===== config.mk =====
export PLATFORM = sky130hd
export DESIGN_NAME = depacketizer_ta
export DESIGN_NICKNAME = d
export VERILOG_FILES = /design/src/rtl/noc_flit_pkg.sv /design/src/rtl/flit_out_reg.sv /design/src/rtl/depacketizer_ta.sv
export SDC_FILE = /design/constraint.sdc
export NUM_CORES = 1
export LEC_CHECK = 0
export CAP_MARGIN = 10
export CORE_AREA = 2 2 73 75
export CTS_CLUSTER_DIAMETER = 100
export DETAILED_ROUTE_END_ITERATION = 12
export DIE_AREA = 0 0 75 77
export GPL_ROUTABILITY_DRIVEN = 0
export PLACE_DENSITY = 0.83
export SLEW_MARGIN = 15
export SYNTH_ARGS = -nofsm -noshare
export SYNTH_HDL_FRONTEND = slang
export SYNTH_SLANG_ARGS = --single-unit
export TNS_END_PERCENT = 100

===== constraint.sdc =====
create_clock -name clk -period 10.5 [get_ports clk]
set_input_delay 2.1 -clock clk [delete_from_list [all_inputs] [get_ports clk]]
set_output_delay 2.1 -clock clk [all_outputs]
set_load 0.1 [all_outputs]

===== src/rtl/noc_flit_pkg.sv =====
// Shared flit header layout, packet length helper and depacketizer FSM states.
// Latency: none (package of constants, types and a constant function).
// Backpressure: not applicable.
package noc_flit_pkg;

  // Header bits are counted down from the flit MSB: FW-1 valid, FW-2 head, FW-3 tail.
  localparam int VALID_OFS = 1;
  localparam int HEAD_OFS  = 2;
  localparam int TAIL_OFS  = 3;
  localparam int HDR_BITS  = 3;

  typedef enum logic [1:0] {
    IDLE    = 2'd0,
    COLLECT = 2'd1,
    DISCARD = 2'd2
  } fsm_state_t;

  // Flits needed for a payload of p bits: the head carries fw-3-v-a bits,
  // every further flit carries fw-3 bits.
  function automatic int num_flits(input int p, input int fw, input int a, input int v);
    int hc;
    int bw;
    int rest;
    hc   = fw - HDR_BITS - v - a;
    bw   = fw - HDR_BITS;
    rest = p - hc;
    if (rest <= 0) begin
      return 1;
    end
    return 1 + (rest + bw - 1) / bw;
  endfunction

endpackage


===== src/rtl/flit_out_reg.sv =====
// Single-entry valid/ready output register for reassembled packets.
// Latency: load to out_vld is 1 cycle.
// Backpressure: load_rdy = !out_vld || out_rdy, so a drain and a reload can share a cycle.
module flit_out_reg #(
  parameter int W = 8
) (
  input  logic         clk,
  input  logic         rst,
  input  logic         load_vld,
  input  logic [W-1:0] load_dat,
  output logic         load_rdy,
  output logic         out_vld,
  output logic [W-1:0] out_dat,
  input  logic         out_rdy
);

  assign load_rdy = !out_vld || out_rdy;

  // Hold while stalled; otherwise take the new word or fall empty when consumed.
  always_ff @(posedge clk) begin
    if (rst) begin
      out_vld <= 1'b0;
      out_dat <= '0;
    end else if (load_rdy) begin
      out_vld <= load_vld;
      if (load_vld) begin
        out_dat <= load_dat;
      end
    end
  end

endmodule


===== src/rtl/depacketizer_ta.sv =====
// Reassembles NoC flits into {vc, tag, data}; drops malformed/misrouted packets and counts them.
// Latency: tail flit accepted to valid_out high is 1 cycle.
// Backpressure: flit_ready_out follows the output register (!valid_out || ready_in).
module depacketizer_ta
  import noc_flit_pkg::*;
#(
  parameter int ADDRESS_WIDTH    = 4,
  parameter int VC_ADDRESS_WIDTH = 1,
  parameter int WIDTH_DATA       = 12,
  parameter int WIDTH_TAG        = 8,
  parameter int FLIT_WIDTH       = 36,
  parameter int MY_ADDRESS       = 0
) (
  input  logic                        clk,
  input  logic                        rst,
  input  logic [FLIT_WIDTH-1:0]       flit_in,
  input  logic                        flit_valid_in,
  output logic                        flit_ready_out,
  output logic [WIDTH_DATA-1:0]       data_out,
  output logic [WIDTH_TAG-1:0]        tag_out,
  output logic [VC_ADDRESS_WIDTH-1:0] vc_out,
  output logic                        valid_out,
  input  logic                        ready_in,
  output logic [7:0]                  err_count
);

  localparam int FW    = FLIT_WIDTH;
  localparam int A     = ADDRESS_WIDTH;
  localparam int V     = VC_ADDRESS_WIDTH;
  localparam int P     = WIDTH_DATA + WIDTH_TAG;
  localparam int BW    = FW - HDR_BITS;
  localparam int HC    = BW - V - A;
  localparam int NF    = num_flits(P, FW, A, V);
  localparam int ASM_W = HC + (NF - 1) * BW;
  localparam int CNT_W = $clog2(NF + 1);
  localparam int OUT_W = V + P;
  localparam logic [CNT_W-1:0] LAST = CNT_W'(NF - 1);

  if (HC < 1) begin : g_hc_check
    $error("depacketizer_ta: head flit has no payload bits (HC=%0d)", HC);
  end

  // Flit fields
  logic          f_valid;
  logic          f_head;
  logic          f_tail;
  logic [V-1:0]  f_vc;
  logic [A-1:0]  f_dst;
  logic [HC-1:0] f_hchunk;
  logic [BW-1:0] f_bchunk;

  assign f_valid  = flit_in[FW-VALID_OFS];
  assign f_head   = flit_in[FW-HEAD_OFS];
  assign f_tail   = flit_in[FW-TAIL_OFS];
  assign f_vc     = flit_in[BW-1 -: V];
  assign f_dst    = flit_in[BW-V-1 -: A];
  assign f_hchunk = flit_in[HC-1:0];
  assign f_bchunk = flit_in[BW-1:0];

  fsm_state_t       state_q, state_d;
  logic [CNT_W-1:0] cnt_q, cnt_d;
  logic [ASM_W-1:0] buf_q, buf_d;
  logic [V-1:0]     vc_q, vc_d;
  logic [7:0]       err_q, err_d;

  logic             accept;
  logic             take_head;
  logic [1:0]       err_add;
  logic             done;
  logic [P-1:0]     done_payload;
  logic [ASM_W-1:0] merged;
  logic [ASM_W-1:0] fresh;
  logic [8:0]       err_sum;
  logic             load_rdy;
  logic [OUT_W-1:0] out_dat;

  assign flit_ready_out = load_rdy;
  assign accept = flit_valid_in && flit_ready_out && f_valid;

  // Next-state decode: one flit per cycle against the current packet context.
  always_comb begin
    state_d      = state_q;
    cnt_d        = cnt_q;
    buf_d        = buf_q;
    vc_d         = vc_q;
    err_add      = 2'd0;
    done         = 1'b0;
    done_payload = '0;
    take_head    = 1'b0;

    // Buffer with the current body chunk dropped into slot cnt.
    merged = buf_q;
    for (int i = 1; i < NF; i++) begin
      if (cnt_q == CNT_W'(i)) begin
        merged[HC+(i-1)*BW +: BW] = f_bchunk;
      end
    end
    fresh = '0;
    fresh[HC-1:0] = f_hchunk;

    if (accept) begin
      case (state_q)
        IDLE: begin
          if (f_head) begin
            take_head = 1'b1;
          end else begin
            err_add = 2'd1;
          end
        end
        COLLECT: begin
          if (f_head) begin
            // New head aborts the partial packet and is then handled as a fresh start.
            err_add   = 2'd1;
            take_head = 1'b1;
          end else if (f_tail) begin
            if (cnt_q == LAST) begin
              done         = 1'b1;
              done_payload = merged[P-1:0];
            end else begin
              err_add = 2'd1;
            end
            state_d = IDLE;
          end else if (cnt_q >= LAST) begin
            err_add = 2'd1;
            state_d = DISCARD;
          end else begin
            buf_d = merged;
            cnt_d = cnt_q + 1'b1;
          end
        end
        DISCARD: begin
          if (f_head) begin
            take_head = 1'b1;
          end else if (f_tail) begin
            state_d = IDLE;
          end
        end
        default: state_d = IDLE;
      endcase

      if (take_head) begin
        if (f_dst != A'(MY_ADDRESS)) begin
          err_add = err_add + 2'd1;
          // A misrouted single-flit packet is already over; nothing left to swallow.
          state_d = f_tail ? IDLE : DISCARD;
        end else begin
          vc_d  = f_vc;
          buf_d = fresh;
          cnt_d = CNT_W'(1);
          if (!f_tail) begin
            state_d = COLLECT;
          end else begin
            state_d = IDLE;
            if (NF == 1) begin
              done         = 1'b1;
              done_payload = fresh[P-1:0];
            end else begin
              err_add = err_add + 2'd1;
            end
          end
        end
      end
    end
  end

  assign err_sum = {1'b0, err_q} + 9'(err_add);
  assign err_d   = err_sum[8] ? 8'hFF : err_sum[7:0];

  // Packet context and saturating error counter.
  always_ff @(posedge clk) begin
    if (rst) begin
      state_q <= IDLE;
      cnt_q   <= '0;
      buf_q   <= '0;
      vc_q    <= '0;
      err_q   <= '0;
    end else begin
      state_q <= state_d;
      cnt_q   <= cnt_d;
      buf_q   <= buf_d;
      vc_q    <= vc_d;
      err_q   <= err_d;
    end
  end

  assign err_count = err_q;

  flit_out_reg #(.W(OUT_W)) u_out (
    .clk      (clk),
    .rst      (rst),
    .load_vld (done),
    .load_dat ({vc_d, done_payload}),
    .load_rdy (load_rdy),
    .out_vld  (valid_out),
    .out_dat  (out_dat),
    .out_rdy  (ready_in)
  );

  assign data_out = out_dat[WIDTH_DATA-1:0];
  assign tag_out  = out_dat[P-1:WIDTH_DATA];
  assign vc_out   = out_dat[OUT_W-1:P];

endmodule


* Word-level counts from Yosys, hierarchy flattened
Index checks and enable logic that the tools add are counted.
Storage, ports and cells: word-level logic and storage cells 78, flip-flop bits (word level) 54, output and inout port bits 31
Operators by class: muxes and demuxes 49, bitwise logic cells 1, order comparisons 1, reduce and logical (&&, ||, !) cells 10, equality and inequality tests 7, add/subtract/negate cells 3
Operators by type and width (number):
- two-way mux 20 bit | 8
- two-way mux 2 bit | 14
- two-way mux 1 bit | 24
- adder 8 x 2 -> 9 bit | 1
- inequality test 3 bit (second input constant) | 3
- two-way mux 8 bit | 1
- case mux 2 bit (3 select lines) | 1
- AND reduction 6 bit | 1
- inequality test 4 bit (second input constant) | 1
- case mux 2 bit (2 select lines) | 1
- nonzero test 4 bit | 1
- AND reduction 3 bit | 1
- OR reduction 3 bit | 1
- adder 2 x 1 -> 2 bit (second input constant) | 1
- equality test 2 x 1 -> 1 bit (second input constant) | 1
- equality test 2 bit (second input constant) | 1
- logical AND 1 bit | 2
- zero test 2 bit | 1
- inequality test 2 bit (second input constant) | 1
- AND reduction 2 bit | 1
- adder 1 bit (second input constant) | 1
- greater-or-equal comparator 1 bit (second input constant) | 1
- zero test 1 bit | 1
- logical OR 1 bit | 1
- inverter 1 bit | 1

* Longest topological paths before layout
Gate-level depths: netlist of the first run.
word-level depth 12, mapped depth 13

* Hierarchy
From an unflattened synthesis of the first run, not the netlist that was laid out.
Second synthesis, totals: cells, all modules 342, area, all modules 3015.4 um^2
By module, submodules not included:
- depacketizer_ta | area an instance 1993.2 um^2, cells an instance 242, times used 1
- flit_out_reg | area an instance 1022.2 um^2, cells an instance 100, times used 1

* Worst setup path after synthesis of the first run
OpenSTA, ideal clock, no wires.
path type input to output, from in ready_in, to out flit_ready_out, slack 5.523 ns, arrival time 2.877 ns, stages 2, required time 8.400 ns, cells stage by stage nor2b_1 > inv_1
Between the ends: cells in the longest elaborated chain, start to end 1
Ends and longest elaborated chain:
- from (decl) | RTL line depacketizer_ta.sv:23 | input logic ready_in,
- logical OR 1 bit | RTL line flit_out_reg.sv:17 | assign load_rdy = !out_vld || out_rdy;
- to (decl) | RTL line depacketizer_ta.sv:18 | output logic flit_ready_out,
Every way passes these cells.

* Final worst setup path of the first run
Same ends and word-level chain as after synthesis.

==> results_dict.tcl, run 1 <==
set metrics [dict create \
    cp_common_cell "clkdlybuf4s50_1" \
    clock_skew_ns 0.00464 \
    drc_errors 0 \
    clk_latency_ns 0.30 \
    synth_edf_count 0 \
    holdPathStages 2 \
    synthSimpleGateAreaFrac_pct 11.0 \
    finalSetupTns_ns 0 \
    cts_resized 0 \
    fmax_mhz 165 \
    die_w_um 75 \
    rows 26 \
    syn-instance-count 243 \
    num_io_pins 71 \
    fp.dieH_um 77 \
    worst_slack_ns 4.43 \
    setup_violations 0 \
    powerDensity_nw_per_um2 120 \
    cts_buffers 5 \
    start_util_pct 49.3 \
    drt_wl_total_um 5430 \
    critPathArrivalTime_ns 3.97 \
    synth_top_area_share_pct 44.1 \
    drive_above_1_share_pct 11.1 \
    tightest_slew_ns 1.16 \
    synth-seq-area-share_pct 44.1 \
    htree_levels 2 \
    grt_max_degree 55 \
    grt_pass1_vias 1892 \
    rsz0062_at_grt "no" \
    synth_ff_type "dfxtp_1" \
    n_antenna_cell 0 \
    vias 2010 \
    p_leak_nw 1.01 \
    synth_mux_area_share_pct 8.98 \
    synthArstFlopShare_pct 0 \
    clkTransAtPathRegs_ns 0.09 \
    yosysUniqueCellTypes 39 \
    crit_required_ns 8.40 \
    clk_path_buf_depth 2 \
    hp-class "flip-flop to flip-flop" \
    crit_fanout 4 \
    slowest_stage "clkdlybuf4s50_1" \
    grt_overflow_total 0 \
    port-buffer-count 62 \
    cts_tree "built" \
    fin_crit_sh_pct 57.8 \
    crit_chain "clkdlybuf4s50_1 -> nor2b_1 -> inv_1 -> clkdlybuf4s50_1" \
    ys_warn_count 0 \
    synth_seq_cells 54 \
    fp.dieArea_um2 5780 \
    cts_sinks 54 \
    synth_top_family_by_area "compound AO/OA/AOI/OAI gates" \
    core_um2 4980 \
    dp_slack_ns 4.43 \
    syn_area_um2 2450 \
    finalMaxSlewViolations 0 \
    maxCapViolCount 0 \
    wl_per_cell_um 14.8 \
    synth_top_area_cell "dfxtp_1" \
    ctsRootBufferMaster "clkbuf_8" \
    synth.avg_cell_area_um2 10.1 \
    slowest_delay_ns 0.98 \
    track_usage_pct 19.3 \
    yosys-top-cells-area "dfxtp_1 44%, mux2i_1 9.0%, a211oi_2 8.2%" \
    crit_type "primary input to primary output" \
    layout_min_cycle_time_ns 6.07 \
    end_kind "primary output" \
    status "complete, no violations" \
    final_nets 339 \
    ant_nets 0 \
    hpwl_um 3530 \
    synthAdderAreaFrac_pct 2.35 \
    syn_to_final_growth_pct 28.6 \
    power_uw 377 \
    routed_via_density 5.49 \
    holdPathEnd "cnt_q$_SDFFE_PP0P_" \
    synth_compound_area_share_pct 26.3 \
    synth-xor-area-share_pct 0.714 \
    fin_util_pct 63.3 \
    drt_iter0_markers 121 \
    hold_viol_final 0 \
    antenna_found_initial 0 \
    postCtsHoldBufs 0 \
    slew-limit-headroom_pct 22.3 \
    hp-start "cnt_q$_SDFFE_PP0P_" \
    r2r-end "err_count[5]$_SDFF_PP0_" \
    reg2reg_depth 8 \
    ir_drop_uv 90.7 \
    post-cts-setup-buffers 0 \
    r2r_start "u_out.out_vld$_SDFFE_PP0N_" \
    grt_first_pass_wirelength_um 8830 \
    crit_start "ready_in" \
    synth_nets 287 \
    firstDrtPassIters 4 \
    reg2reg_slack_ns 7.18 \
    start_kind "primary input" \
]
-- cells in the final DEF, fill, tap and decap left out, types with 2 or more instances in the layout --
cell             Yosys  routed
a211oi_1             5       5
a211oi_2            16      16
a21oi_1             31      31
a22oi_1             22      22
and3_1               2       2
buf_4                0       3
clkbuf_1             9       2
clkbuf_8             0       5
clkdlybuf4s50_1      0      61
dfxtp_1             54      54
ha_1                 3       3
inv_1                8       8
mux2i_1             22      22
nand3_1              4       4
nor2_1              29      29
nor3_1               3       3
o21ai_0              2       2
-- worst max path at each step --
stage | to | cells past startpoint
finish | flit_ready_out | 4
floorplan | flit_ready_out | 2
detailed placement | flit_ready_out | 4
CTS | flit_ready_out | 4
global placement | flit_ready_out | 4
global route | flit_ready_out | 4
-- worst max-delay path: cells and delay by family --
kind	cells	cell delay (ns)
simple gates	1	0.37
buf+inv	3	1.49
-- routing by layer --
layer	vias up	track usage, %	part of all wire [%]
li1	987	-	-
met1	973	24.5	46
met2	48	31.9	49
met3	2	4.34	4.4
met4	0	6.43	0.63
met5	-	0	0
-- sequential cells by signal, indices dropped and copies added (netlist names) --
register	flops
u_out.out_dat	21
buf_q	20
err_count	8
state_q	2
cnt_q	1
u_out.out_vld	1
vc_q	1
-- per-stage QoR --
step           cells  hold slack [ns]  cell area, µm²
4_1_cts          366            0.498            3150
3_3_place_gp     358            0.456            3050
2_1_floorplan    243            0.433            2450
3_5_place_dp     358            0.471            3050
6_report         366            0.489            3150
5_1_grt          366            0.525            3150
-- cell usage after synthesis (all sizes together), types with 2 or more instances --
cell type,count
o21ai,2
dfxtp,54
inv,8
mux2i,22
nand3,4
nor2,30
ha,3
and3,2
a21oi,31
a22oi,22
a211oi,21
nor3,4
clkbuf,9
buf,11
-- logic make-up (layout without fill, tap and decap cells) --
kind of cell	Yosys count	after routing
fa+ha+maj	4	4
xor+xnor	2	2
compound gates	83	83
mux	22	22
flops	54	54
simple gates	50	50
buf+inv	28	81
-- report_power, final --
group	total (mW)	internal, mW	switching, mW
Sequential	0.207	0.206	0.00113
Combinational	0.0353	0.0153	0.0199
Clock	0.135	0.0714	0.0635
-- area by class of cell --
class,count,area (µm²)
flip-flops and latches,54,1080
inverters,8,30.0
repair buffers,65,638
clock buffers,7,76.3
multi-input cells,161,1210
clock inverters,1,30.0
well taps,70,87.6
fillers,434,1820
(Power assumes the default switching activity.)
==> run 2, diff against run 1 <==
--- a/config.mk
+++ b/config.mk
@@ -6,12 +6,12 @@
 export NUM_CORES = 1
 export LEC_CHECK = 0
 export CAP_MARGIN = 10
-export CORE_AREA = 2 2 73 75
+export CORE_AREA = 2 2 79 81
 export CTS_CLUSTER_DIAMETER = 100
 export DETAILED_ROUTE_END_ITERATION = 12
-export DIE_AREA = 0 0 75 77
+export DIE_AREA = 0 0 81 83
 export GPL_ROUTABILITY_DRIVEN = 0
-export PLACE_DENSITY = 0.83
+export PLACE_DENSITY = 0.75
 export SLEW_MARGIN = 15
 export SYNTH_ARGS = -nofsm -noshare
 export SYNTH_HDL_FRONTEND = slang
==> constraint.sdc (replaced) <==
create_clock -name clk -period 5.56 [get_ports clk]
set_input_delay 1.112 -clock clk [delete_from_list [all_inputs] [get_ports clk]]
set_output_delay 1.112 -clock clk [all_outputs]
set_load 0.1 [all_outputs]
==> results_dict.tcl, run 2 (synthesis results as in run 1) <==
set metrics [dict create \
    fp.dieArea_um2 6720 \
    clock_skew_ns 0.00552 \
    slew-limit-headroom_pct 33.4 \
    num_io_pins 71 \
    r2r_start "state_q[0]$_SDFFE_PP0P_" \
    layout_min_cycle_time_ns 4.18 \
    cts_buffers 5 \
    end_kind "primary output" \
    track_usage_pct 17.7 \
    drive_above_1_share_pct 12.1 \
    crit_chain "clkdlybuf4s50_1 -> nor2b_1 -> inv_1 -> clkdlybuf4s50_1" \
    clk_path_buf_depth 2 \
    n_antenna_cell 0 \
    syn_to_final_growth_pct 29.2 \
    clkTransAtPathRegs_ns 0.09 \
    hpwl_um 3680 \
    p_clk_share_pct 31.4 \
    postCtsHoldBufs 0 \
    clk_latency_ns 0.30 \
    post-cts-setup-buffers 0 \
    final_cell_mix "61 x clkdlybuf4s50_1, 54 x dfxtp_1, 31 x a21oi_1, 29 x nor2_1" \
    hp-start "cnt_q$_SDFFE_PP0P_" \
    crit_required_ns 4.45 \
    hold_viol_final 0 \
    crit_type "primary input to primary output" \
    wl_per_cell_um 15.4 \
    pwr-share-comb_pct 10.4 \
    die_w_um 81 \
    grt_overflow_total 0 \
    crit_buf_inv 3 \
    powerDensity_nw_per_um2 212 \
    regMostFlops "u_out.out_dat" \
    maxCapViolCount 0 \
    antenna_found_initial 0 \
    grt_pass1_vias 1968 \
    largest_reg_flops 21 \
    drt_wl_total_um 5730 \
    start_util_pct 42.2 \
    ctsRootBufferMaster "clkbuf_8" \
    core_um2 5820 \
    critPathArrivalTime_ns 3.07 \
    dp_slack_ns 1.25 \
    cp_common_cell "clkdlybuf4s50_1" \
    ant_nets 0 \
    worst_slack_ns 1.38 \
    final_nets 342 \
    reg2reg_slack_ns 2.49 \
    drt_iter0_markers 114 \
    fmax_mhz 239 \
    cts_sinks 54 \
    ir_drop_uv 137 \
    pwr-share-seq_pct 58.2 \
    setup_violations 0 \
    port-buffer-count 62 \
    hp-class "flip-flop to flip-flop" \
    grt_max_degree 55 \
    reg2reg_depth 12 \
    routed_via_density 5.42 \
    start_kind "primary input" \
    critPathTopFamily "buffers and inverters" \
    htree_levels 2 \
    final_common_cell "clkdlybuf4s50_1" \
    holdPathStages 2 \
    finalMaxSlewViolations 0 \
    grt_first_pass_wirelength_um 9460 \
    crit_fanout 4 \
    fp.dieH_um 83 \
    finalSetupTns_ns 0 \
    rsz0062_at_grt "no" \
    status "complete, no violations" \
    p_leak_nw 1.01 \
    cts_tree "built" \
    vias 2023 \
    r2r-end "err_count[5]$_SDFF_PP0_" \
    drc_errors 0 \
    power.share.switching_pct 24.6 \
    holdPathEnd "cnt_q$_SDFFE_PP0P_" \
    switchingPower_uw 165 \
    fin_crit_sh_pct 75.3 \
    rows 28 \
    slowest_delay_ns 1.00 \
    p_int_uw 507 \
    tightest_slew_ns 0.991 \
    cts_resized 0 \
    slowest_stage "clkdlybuf4s50_1" \
    firstDrtPassIters 4 \
]
run 2: power groups by stage:
stage / registers, mW / clock network, mW / logic (mW)
finish: 0.391 / 0.211 / 0.0697
global route: 0.392 / 0.233 / 0.0744
CTS: 0.391 / 0.218 / 0.0681
detailed placement: 0.400 / 0 / 0.0678
global placement: 0.400 / 0 / 0.0670
floorplan: 0.411 / 0 / 0.0242
run 2: worst max-delay path by stage:
stage / depth (start not counted) / slack (ns) / startpoint / to
6_report: 4 / 1.38 / ready_in / flit_ready_out
2_1_floorplan: 13 / 1.71 / flit_in[29] / err_count[5]$_SDFF_PP0_
5_1_grt: 4 / 1.30 / ready_in / flit_ready_out
4_1_cts: 4 / 1.40 / ready_in / flit_ready_out
3_5_place_dp: 12 / 1.25 / flit_in[29] / err_count[5]$_SDFF_PP0_
3_3_place_gp: 12 / 1.28 / flit_in[29] / err_count[5]$_SDFF_PP0_
run 2: final cells by class:
class                           count  area, µm²
Inverter                            8       30.0
Multi-Input combinational cell    161       1210
Timing Repair Buffer               68        673
Sequential cell                    54       1080
Clock buffer                        6       72.6
Fill cell                         554       2650
Tap cell                           75       93.8
Clock inverter                      1       7.51
run 2: worst min-delay path, delay by kind of cell, from the launching register on:
family	cells	cell delay, ns
and+or+nand+nor	2	0.12
DFF	1	0.33
run 2: metrics by stage:
step	util, %	total power [mW]	hold slack (ns)	std cells	area (µm²)
2_1_floorplan	-	0.436	0.433	243	2450
3_3_place_gp	52.8	0.467	0.449	365	3070
3_5_place_dp	52.8	0.468	0.455	365	3070
4_1_cts	54.1	0.677	0.479	372	3150
5_1_grt	54.5	0.699	0.520	373	3170
6_report	54.5	0.672	0.478	373	3170
run 2: per-layer routing:
layer	up-vias	GRT usage [%]	part of all wire [%]
met5	-	0	0
met4	0	5.70	1.1
met3	5	3.91	4.5
met2	44	28.8	51
met1	977	23.1	44
li1	997	-	-
